==> src/rtl/div_sel_ramp_ctrl_if.sv <==
`default_nettype none
// ============================================================================
// Module      : div_sel_ramp_ctrl_if
// Description : Request handshake bundle for div_sel_ramp_ctrl. The requester
//               (master) offers a logical divide code; the controller (slave)
//               accepts it when ready.
// Revision    : 1.0 - initial release
// ============================================================================
interface div_sel_ramp_ctrl_if #(
  parameter int CODE_W = 3
);
  logic              req_valid;
  logic              req_ready;
  logic [CODE_W-1:0] req_code;

  modport master (
    output req_valid,
    output req_code,
    input  req_ready
  );

  modport slave (
    input  req_valid,
    input  req_code,
    output req_ready
  );
endinterface
`default_nettype wire

==> src/rtl/div_sel_ramp_ctrl.sv <==
`default_nettype none
// ============================================================================
// Module      : div_sel_ramp_ctrl
// Description : Upstream controller for the div_x_stage clock divider. Takes a
//               logical divide code over a valid/ready handshake, maps it to
//               the divider's div_sel encoding and walks div_sel toward it one
//               code per settle window, so the glitch-free switch chain never
//               sees back-to-back select changes.
// Revision    : 1.0 - initial release
// ============================================================================
module div_sel_ramp_ctrl #(
  parameter int  STAGE_NUM  = 4,
  parameter int  SETTLE_CYC = 64,
  parameter int  STEP_MODE  = 1,
  localparam int CODE_W     = $clog2(STAGE_NUM) + 1
) (
  input  logic               clk_in,
  input  logic               rst_n,
  div_sel_ramp_ctrl_if.slave req_if,
  output logic [CODE_W-1:0]  div_sel,
  output logic [CODE_W-1:0]  cur_code,
  output logic               busy,
  output logic               done,
  output logic               err
);

  typedef enum logic [1:0] {
    ST_IDLE   = 2'd0,
    ST_STEP   = 2'd1,
    ST_SETTLE = 2'd2
  } state_t;

  // Highest legal logical code; anything above it is rejected.
  localparam logic [CODE_W-1:0] c_max_code    = CODE_W'(STAGE_NUM);
  // Settle counter reload: counts SETTLE_CYC-1 down to 0 inclusive.
  localparam logic [15:0]       c_settle_load = 16'(SETTLE_CYC - 1);

  state_t              state_q,   state_d;
  logic [CODE_W-1:0]   cur_code_q, cur_code_d;
  logic [CODE_W-1:0]   div_sel_q,  div_sel_d;
  logic [CODE_W-1:0]   target_q,   target_d;
  logic [15:0]         cnt_q,      cnt_d;
  logic                done_q,     done_d;
  logic                err_q,      err_d;
  logic [CODE_W-1:0]   step_code;

  // Logical code r -> divider select: 0 stays bypass, k>0 becomes {1, k-1}.
  function automatic logic [CODE_W-1:0] f_map_code(input logic [CODE_W-1:0] r);
    logic [CODE_W-1:0] km1;
    km1 = r - CODE_W'(1);
    if (r == '0) begin
      return '0;
    end
    return {1'b1, km1[CODE_W-2:0]};
  endfunction

  // Next logical code taken on a STEP: one code toward target, or the target itself.
  // STEP is only entered with cur_code != target, so the ramp never overshoots.
  if (STEP_MODE != 0) begin : g_ramp
    assign step_code = (target_q > cur_code_q) ? (cur_code_q + CODE_W'(1))
                                               : (cur_code_q - CODE_W'(1));
  end else begin : g_jump
    assign step_code = target_q;
  end

  // Next-state and next-output computation for the IDLE/STEP/SETTLE controller.
  always_comb begin
    state_d    = state_q;
    cur_code_d = cur_code_q;
    div_sel_d  = div_sel_q;
    target_d   = target_q;
    cnt_d      = cnt_q;
    done_d     = 1'b0;
    err_d      = 1'b0;
    case (state_q)
      ST_IDLE: begin
        if (req_if.req_valid) begin
          if (req_if.req_code > c_max_code) begin
            err_d = 1'b1;
          end else if (req_if.req_code == cur_code_q) begin
            done_d = 1'b1;
          end else begin
            target_d = req_if.req_code;
            state_d  = ST_STEP;
          end
        end
      end
      ST_STEP: begin
        cur_code_d = step_code;
        div_sel_d  = f_map_code(step_code);
        cnt_d      = c_settle_load;
        state_d    = ST_SETTLE;
      end
      ST_SETTLE: begin
        if (cnt_q == 16'd0) begin
          if (cur_code_q == target_q) begin
            state_d = ST_IDLE;
            done_d  = 1'b1;
          end else begin
            state_d = ST_STEP;
          end
        end else begin
          cnt_d = cnt_q - 16'd1;
        end
      end
      default: begin
        state_d = ST_IDLE;
      end
    endcase
  end

  // State and output registers; reset returns the divider to bypass and drops any pending target.
  always_ff @(posedge clk_in) begin
    if (!rst_n) begin
      state_q    <= ST_IDLE;
      cur_code_q <= '0;
      div_sel_q  <= '0;
      target_q   <= '0;
      cnt_q      <= 16'd0;
      done_q     <= 1'b0;
      err_q      <= 1'b0;
    end else begin
      state_q    <= state_d;
      cur_code_q <= cur_code_d;
      div_sel_q  <= div_sel_d;
      target_q   <= target_d;
      cnt_q      <= cnt_d;
      done_q     <= done_d;
      err_q      <= err_d;
    end
  end

  assign req_if.req_ready = (state_q == ST_IDLE);
  assign busy             = (state_q != ST_IDLE);
  assign div_sel          = div_sel_q;
  assign cur_code         = cur_code_q;
  assign done             = done_q;
  assign err              = err_q;

endmodule
`default_nettype wire
==> src/flat_wrapper.sv <==
// flat-port wrapper written by rule: the top's interface ports become plain ports
module div_sel_ramp_ctrl_flat 
#(
  parameter int  STAGE_NUM  = 4,
  parameter int  SETTLE_CYC = 64,
  parameter int  STEP_MODE  = 1,
  localparam int CODE_W     = $clog2(STAGE_NUM) + 1
)
  (clk_in, rst_n, div_sel, cur_code, busy, done, err, req_if_req_valid, req_if_req_code, req_if_req_ready);
  div_sel_ramp_ctrl_if req_if_i ();
  input  logic clk_in;
  input  logic rst_n;
  output logic [CODE_W-1:0] div_sel;
  output logic [CODE_W-1:0] cur_code;
  output logic busy;
  output logic done;
  output logic err;
  input wire logic [$bits(req_if_i.req_valid)-1:0] req_if_req_valid;
  input wire logic [$bits(req_if_i.req_code)-1:0] req_if_req_code;
  output wire logic [$bits(req_if_i.req_ready)-1:0] req_if_req_ready;
  assign req_if_i.req_valid = req_if_req_valid;
  assign req_if_i.req_code = req_if_req_code;
  assign req_if_req_ready = req_if_i.req_ready;
  div_sel_ramp_ctrl #(.STAGE_NUM(STAGE_NUM), .SETTLE_CYC(SETTLE_CYC), .STEP_MODE(STEP_MODE)) u_core (.clk_in(clk_in), .rst_n(rst_n), .req_if(req_if_i), .div_sel(div_sel), .cur_code(cur_code), .busy(busy), .done(done), .err(err));
endmodule
==> config.mk <==
export PLATFORM = sky130hd
export DESIGN_NAME = div_sel_ramp_ctrl_flat
export DESIGN_NICKNAME = d
export VERILOG_FILES = /design/src/rtl/div_sel_ramp_ctrl_if.sv /design/src/rtl/div_sel_ramp_ctrl.sv /design/src/flat_wrapper.sv
export SDC_FILE = /design/constraint.sdc
export NUM_CORES = 1
export LEC_CHECK = 0
export ABC_CLOCK_PERIOD_IN_PS = 2800
export BUFFER_PORTS_ARGS = -buffer_cell sky130_fd_sc_hd__clkbuf_2
export CAP_MARGIN = 20
export CORE_ASPECT_RATIO = 1.5
export CORE_MARGIN = 5
export CORE_UTILIZATION = 52
export CTS_CLUSTER_SIZE = 28
export DETAILED_ROUTE_END_ITERATION = 10
export GPL_TIMING_DRIVEN = 0
export PLACE_DENSITY = 0.82
export SLEW_MARGIN = 20
export SYNTH_ARGS = -nofsm -noshare
export SYNTH_HDL_FRONTEND = slang
export SYNTH_SLANG_ARGS = --single-unit
export TNS_END_PERCENT = 5
==> constraint.sdc <==
create_clock -name clk_in -period 2.8 [get_ports clk_in]
set_clock_uncertainty 0.15 [all_clocks]
set_input_delay 0.7 -clock clk_in [delete_from_list [all_inputs] [get_ports clk_in]]
set_output_delay 0.7 -clock clk_in [all_outputs]
set_load 0.03 [all_outputs]
==> results of run 1 <==
## state kept, by name, indices dropped and copies added (netlist names)
name / cells
u_core.done: 1
u_core.cur_code: 3
u_core.err: 1
u_core.div_sel: 3
u_core.target_q: 3
u_core.cnt_q: 16
u_core.state_q: 2
## power groups by stage
stage / logic, mW / clock network (mW) / registers, mW
floorplan: 0.472 / 0 / 0.563
global placement: 0.618 / 0 / 0.542
detailed placement: 0.630 / 0 / 0.544
CTS: 0.653 / 0.457 / 0.539
global route: 0.752 / 0.482 / 0.551
finish: 0.671 / 0.450 / 0.540
## per-stage QoR
step / power (mW) / instances
2_1_floorplan: 1.03 / 189
3_3_place_gp: 1.16 / 243
3_5_place_dp: 1.17 / 243
4_1_cts: 1.65 / 251
5_1_grt: 1.79 / 252
6_report: 1.66 / 252
## final cells by class
class / instances / area share [%]
tap: 39 / 2.60
sequential: 29 / 31.1
buffer: 9 / 2.20
timing repair buffer: 16 / 4.40
multi-input combinational: 142 / 51.7
inverter: 9 / 1.80
clock inverter: 1 / 1.60
clock buffer: 7 / 4.60
## cells in the final DEF (no fill, tap or decap), drive strengths merged, types with 2 or more instances in the layout
| master | count |
|---|---|
| nand3 | 6 |
| nor2b | 2 |
| nor3 | 9 |
| or3 | 4 |
| clkbuf | 30 |
| inv | 9 |
| a211oi | 2 |
| a2111oi | 2 |
| ha | 8 |
| xor2 | 2 |
| a21oi | 19 |
| o311ai | 2 |
| nor2 | 11 |
| nand3b | 4 |
| a32oi | 2 |
| nor4 | 3 |
| mux2i | 4 |
| nand4 | 5 |
| and2 | 2 |
| o31ai | 4 |
| dfxtp | 29 |
| xnor2 | 7 |
| o41ai | 2 |
| nand2b | 4 |
| o21ai | 3 |
| nand2 | 19 |
| or4 | 4 |
| buf | 2 |
## how the worst max path moves through the flow
stage / startpoint / endpoint / slack (ns) / depth (start not counted)
4_1_cts: u_core.cur_code[1] / u_core.div_sel[0] / 0.01 / 11
6_report: u_core.cur_code[1] / u_core.div_sel[0] / 0.13 / 11
3_3_place_gp: u_core.cur_code[1] / u_core.div_sel[0] / 0.009 / 11
3_5_place_dp: u_core.cur_code[1] / u_core.div_sel[0] / -0.13 / 11
5_1_grt: u_core.cur_code[1] / u_core.div_sel[0] / -0.002 / 11
2_1_floorplan: u_core.cur_code[1] / u_core.div_sel[0] / 0.05 / 11
## timing repair
| action | CTS | global route |
|---|---|---|
| pin swaps | 0 | 1 |
| setup endpoints to repair | 4 | 4 |
| setup buffers | 0 | 1 |
| gates resized for setup | 3 | 2 |
| cloned | 0 | 0 |
## kinds of logic (layout without fill, tap and decap cells)
group	after synthesis	after routing	share of synthesized area [%]
AOI/OAI and AO/OA	44	44	18.4
xor gates and xnor gates	9	9	4.91
adders and majority gates	9	9	7.48
buffers and inverters	18	42	4.44
DFF	29	29	36.2
muxes	4	4	2.49
and+or+nand+nor	76	76	26.1
## routing by layer
metal  up-vias  GRT usage, %
met5         -             0
met4         0          9.25
met3         9          4.93
met2        18          35.5
met1       687          18.9
li1        736             -
## critical path: stages, from the launching register on
cell and delay, ns:
dfxtp_2 0.37, clkbuf_4 0.19, inv_1 0.05, ha_1 0.33, nand3b_1 0.10, a32oi_2 0.20, inv_1 0.11, fa_2 0.39
xnor2_2 0.16, xnor2_1 0.13, and2_1 0.18, o41ai_1 0.21
==> flow_summary.json, run 1 <==
{
  "fp_rows": 24,
  "synth_enable_flop_cells": 0,
  "combinational_share_of_power_pct": 40.4,
  "cts.sink_count": 29,
  "grt_overflow_total": 0,
  "crit_path_kind": "reg2reg",
  "final_period_minus_worst_setup_slack_ns": 2.67,
  "share_of_total_power_consumed_by_net_switching_pct": 37.5,
  "synthesis.nets": 204,
  "period_share_pct": 95.2,
  "wirelength_mm": 3.64,
  "fraction_of_registers_with_async_set_or_reset_after_synthesis_pct": 0,
  "synth.most_common_cell": "dfxtp_1",
  "power_report.internal_total_mw": 1.04,
  "synthesis.instances": 189,
  "h-tree-depth": 2,
  "first_iter_violations": 19,
  "detailedPlace.worstSlack_ns": -0.128,
  "ff2ff_path_depth": 11,
  "postLayoutSetupSlackWorst_ns": 0.134,
  "drv_slew": 0,
  "drtPass1Iterations": 4,
  "reg2reg_setup_slack_ns": 0.13,
  "timing.final.hold_violations": 0,
  "grt_usage_pct": 18.9,
  "netlist.area_leader.share_pct": 36.2,
  "flow.area_growth_from_synthesis_pct": 16.9,
  "worstReg2RegEnd": "u_core.div_sel[0]",
  "synth_ff_type": "dfxtp_1",
  "routedWlPerCell_um": 14.4,
  "critPathRequiredTime_ns": 2.83,
  "fp.dieH_um": 78.1,
  "max-vdd-ir-drop_mv": 0.541,
  "holdPathEnd": "u_core.target_q[0]",
  "syn-mean-instance-area_sq_um": 8.49,
  "critical_path_arrival_ns": 2.70,
  "cts_max_path_buffers": 2,
  "first_global_vias": 1501,
  "min-delay-path-class": "reg2reg",
  "antenna_left": 0,
  "detail_route.vias_per_cell": 5.75,
  "dr_wl_met2_mm": 2.03,
  "final_layout_size_suffix_gt1_share_pct": 16.9,
  "sequentialPowerShare_pct": 32.5,
  "worst_setup_hold_path_clk_slew_ns": 0.06,
  "filler_cell_count": 271,
  "tightestPinTransition_ns": 0.554,
  "port-buffer-count": 15,
  "place_area_sq_um": 1730,
  "distinct_cell_type_count_after_synthesis": 43,
  "die_area_sq_um": 4320,
  "io_pins": 16,
  "clock_tree.root_cell": "clkbuf_8",
  "netlist_area_before_placement_sq_um": 1610,
  "cp_max_fo": 7,
  "drc": 0,
  "maxUsedRoutingLayer": "met4",
  "yosys_register_bits": 29,
  "hold-worst-slack_ns": 0.320,
  "hold_buffer_count_at_cts": 0,
  "largest_net_degree_at_the_start_of_global_routing": 11,
  "num-nets-final": 227,
  "synth_top_area_cell": "dfxtp_1",
  "first_pass_grt_wire_length_mm": 6.58,
  "p_per_area_nw_per_um2": 885,
  "routedLengthMet1_mm": 1.44,
  "design_area_sq_um": 1880,
  "tritoncts_buffers": 5,
  "initial_utilization_pct": 54.5,
  "finalSetupViolations": 0,
  "static_leakage_power_nw": 0.733,
  "antenna_cells": 0,
  "count_of_synthesis_stage_warnings_from_yosys": 0,
  "route.vias.total": 1450,
  "power.share.clock_pct": 27.1,
  "routabilityCongestion": 0.840,
  "chipWidth_um": 55.4,
  "crit_path_end_kind": "flip-flop",
  "finalCoreUtilization_pct": 63.8,
  "crit_path_start_kind": "flip-flop",
  "min-delay-start": "u_core.target_q[0]",
  "dp_hpwl_mm": 2.63,
  "clk_latency_ns": 0.28,
  "achievable-frequency_mhz": 375,
  "clock_tree_from_tritoncts": "done",
  "coreArea_sq_um": 2940,
  "ys_seq_area_share_pct": 36.2,
  "outcome": "finished, final reports clean",
  "slew-limit-headroom_pct": 62.8,
  "ys_top_cells_by_count": "dfxtp_1 (29), a21oi_1 (19), nand2_1 (19)",
  "multiInputGateArea_sq_um": 971,
  "route.met3.wl_um": 102,
  "grt_antenna_before_repair": 0,
  "top_post_synthesis_cells_by_area": "dfxtp_1 (36%), ha_1 (6.2%), a21oi_1 (5.9%)",
  "hold_depth": 2,
  "worstReg2RegStart": "u_core.cur_code[1]",
  "fin_setup_tns_ns": 0,
  "layout.area.seq_sq_um": 583,
  "timing.max_cap.violations": 0,
  "power.switching_mw": 0.623
}
(Power assumes the default switching activity.)
==> inputs of run 2 (changes only) <==
--- a/config.mk
+++ b/config.mk
@@ -5,6 +5,7 @@
 export SDC_FILE = /design/constraint.sdc
 export NUM_CORES = 1
 export LEC_CHECK = 0
+export ABC_AREA = 1
 export ABC_CLOCK_PERIOD_IN_PS = 2800
 export BUFFER_PORTS_ARGS = -buffer_cell sky130_fd_sc_hd__clkbuf_2
 export CAP_MARGIN = 20
==> run 2 against run 1 <==
- sequential power is 18% higher
- final cell count increased by 20%
- clock-buffer cell count unchanged
- largest power group unchanged
- cell area up 1.5%
- wire length about the same
- sequential share of layout area down 0.58 points
- highest routed layer unchanged
- critical path type unchanged
- fmax grew 8.8%
- largest cell class unchanged
- global-route usage fell by 0.25 points
==> flow_summary.json, run 2 <==
{
  "achievable-frequency_mhz": 408,
  "netlist_area_before_placement_sq_um": 1700,
  "clock_tree.root_cell": "clkbuf_8",
  "fp.dieH_um": 80.0,
  "cts_max_path_buffers": 2,
  "outcome": "finished, final reports clean",
  "first_iter_violations": 24,
  "postCtsSetupBuffers": 0,
  "crit_path_start_kind": "flip-flop",
  "die_area_sq_um": 4530,
  "routabilityCongestion": 0.850,
  "initial_utilization_pct": 53.7,
  "critical_path_arrival_ns": 2.53,
  "antenna_left": 0,
  "netlist.area_leader.share_pct": 34.2,
  "drtPass1Iterations": 4,
  "cp_max_fo": 5,
  "ys_top_cells_by_count": "nand2_1 (64), dfxtp_1 (29), nor2_1 (24)",
  "chipWidth_um": 56.7,
  "grt_usage_pct": 18.6,
  "filler_cell_count": 312,
  "clock_tree_from_tritoncts": "done",
  "fraction_of_registers_with_async_set_or_reset_after_synthesis_pct": 0,
  "drv_slew": 0,
  "num-nets-final": 278,
  "timing.final.hold_violations": 0,
  "p_per_area_nw_per_um2": 1260,
  "static_leakage_power_nw": 0.880,
  "h-tree-depth": 2,
  "slew-limit-headroom_pct": 64.2,
  "fin_setup_tns_ns": 0,
  "yosys_register_bits": 29,
  "grt_overflow_total": 0,
  "worst_setup_hold_path_clk_slew_ns": 0.06,
  "top_post_synthesis_cells_by_area": "dfxtp_1 (34%), nand2_1 (14%), a21oi_1 (5.9%)",
  "drc": 0,
  "port-buffer-count": 14,
  "io_pins": 16,
  "tritoncts_buffers": 5,
  "crit_path_kind": "reg2reg",
  "coreArea_sq_um": 3160,
  "min-delay-path-class": "reg2reg",
  "synth_ff_type": "dfxtp_1",
  "final_common_cell": "nand2_1",
  "resized_gates_after_cts": 0,
  "min-delay-start": "u_core.div_sel[2]",
  "crit_path_end_kind": "flip-flop",
  "dp_hpwl_mm": 2.83,
  "clk_latency_ns": 0.28,
  "critPathRequiredTime_ns": 2.87,
  "use_met3_pct": 3.72,
  "grt_util_met2_pct": 37.0,
  "synth_top_area_cell": "dfxtp_1",
  "hold_buffer_count_at_cts": 0,
  "route.vias.total": 1560,
  "largest_register_ffs": 16,
  "distinct_cell_type_count_after_synthesis": 29,
  "rsz0062_at_grt": "no",
  "final_period_minus_worst_setup_slack_ns": 2.45,
  "tightestPinTransition_ns": 0.537,
  "max-vdd-ir-drop_mv": 0.802,
  "final_cell_mix": "nand2_1 (64), dfxtp_1 (29), nor2_1 (24), inv_1 (23)",
  "flow.area_growth_from_synthesis_pct": 12.2,
  "finalSetupViolations": 0,
  "period_share_pct": 87.5,
  "place.detailed.instances": 296,
  "largest_net_degree_at_the_start_of_global_routing": 11,
  "first_global_vias": 1635,
  "globalRouteMet1Util_pct": 16.8,
  "first_pass_grt_wire_length_mm": 6.59,
  "detail_route.vias_per_cell": 5.15,
  "grt_most_used_layer": "met2",
  "fp_rows": 25,
  "count_of_synthesis_stage_warnings_from_yosys": 0,
  "max_flop_register": "u_core.cnt_q",
  "wirelength_mm": 3.64,
  "worstReg2RegStart": "u_core.cur_code[1]",
  "synth.most_common_cell": "nand2_1",
  "antenna_cells": 0,
  "syn-mean-instance-area_sq_um": 7.02,
  "synth_enable_flop_cells": 0,
  "cts.sink_count": 29,
  "routedWlPerCell_um": 12.0,
  "timing.max_cap.violations": 0,
  "synthesis.nets": 257,
  "ys_seq_area_share_pct": 34.2,
  "worst_setup_path_startpoint": "u_core.cur_code[1]",
  "final_layout_size_suffix_gt1_share_pct": 17.1,
  "grt_antenna_before_repair": 0,
  "synthesis.instances": 242,
  "instances_no_fill": 303
}
[run 2: cell count changes after synthesis, moves of 5 or more]
cell      change
nand2_1      +45
nor3_1        -7
nand3_1      +14
nor2_2        +6
inv_1        +14
or2_2         +5
nor2_1       +13
clkbuf_1      -6
[run 2: logic make-up after synthesis]
| family | share of synthesized area (%) |
|---|---|
| simple gates | 36.8 |
| flops | 34.2 |
| fa+ha+maj | 7.07 |
| buf+inv | 7.52 |
| xor+xnor | 3.10 |
| compound gates | 11.3 |
[run 2: per-layer routing]
layer / vias up / share of wire [%] / wire, um
met4: 0 / 2.6 / 95
li1: 810 / - / -
met2: 25 / 57 / 2060
met1: 718 / 38 / 1390
met5: - / 0 / 0
met3: 7 / 2.7 / 98
[run 2: path summary, 6_finish.rpt]
kind	to	slack, ns	cells past startpoint
worst max register to register	u_core.div_sel[0]	0.35	11
worst max-delay path	u_core.div_sel[0]	0.35	11
worst min-delay path	u_core.div_sel[2]	0.30	2
worst min register to register	u_core.div_sel[2]	0.30	2
[run 2: area by class of cell]
class	instances	area (sq um)	share of cell area, %
inverter	26	97.6	5.12
sequential	29	581	30.5
clock buffer	7	86.3	4.53
buffer	4	30.0	1.58
tap	40	50.0	2.63
multi-input combinational	183	990	52.0
timing repair buffer	14	70.1	3.68
[run 2: through the flow]
| step | hold slack, ns | utilization [%] | setup WS [ns] | cell area (sq um) | total power, mW |
|---|---|---|---|---|---|
| floorplan | 0.283 | - | 0.273 | 1700 | 1.78 |
| global placement | 0.289 | 57.5 | 0.281 | 1820 | 2.01 |
| detailed placement | 0.291 | 57.5 | 0.243 | 1820 | 2.06 |
| CTS | 0.301 | 60.3 | 0.222 | 1900 | 2.41 |
| global route | 0.343 | 60.3 | 0.0908 | 1900 | 2.64 |
| finish | 0.299 | 60.3 | 0.349 | 1900 | 2.40 |
[run 2: critical path, stage by stage, from the launching register on]
cell     delay (ns)
dfxtp_1        0.44
inv_1          0.09
ha_1           0.30
nand2_1        0.05
o21ai_1        0.21
nand2_1        0.13
fa_1           0.39
xor2_1         0.19
nand3_1        0.13
nand3_1        0.15
nand3_1        0.08
nand2_1        0.08
[run 2: power breakdown]
group / switching, mW / leakage [nW] / internal, mW
Clock: 0.156 / 0.0443 / 0.195
Sequential: 0.117 / 0.236 / 0.520
Combinational: 0.890 / 0.599 / 0.523
Total: 1.16 / 0.880 / 1.24
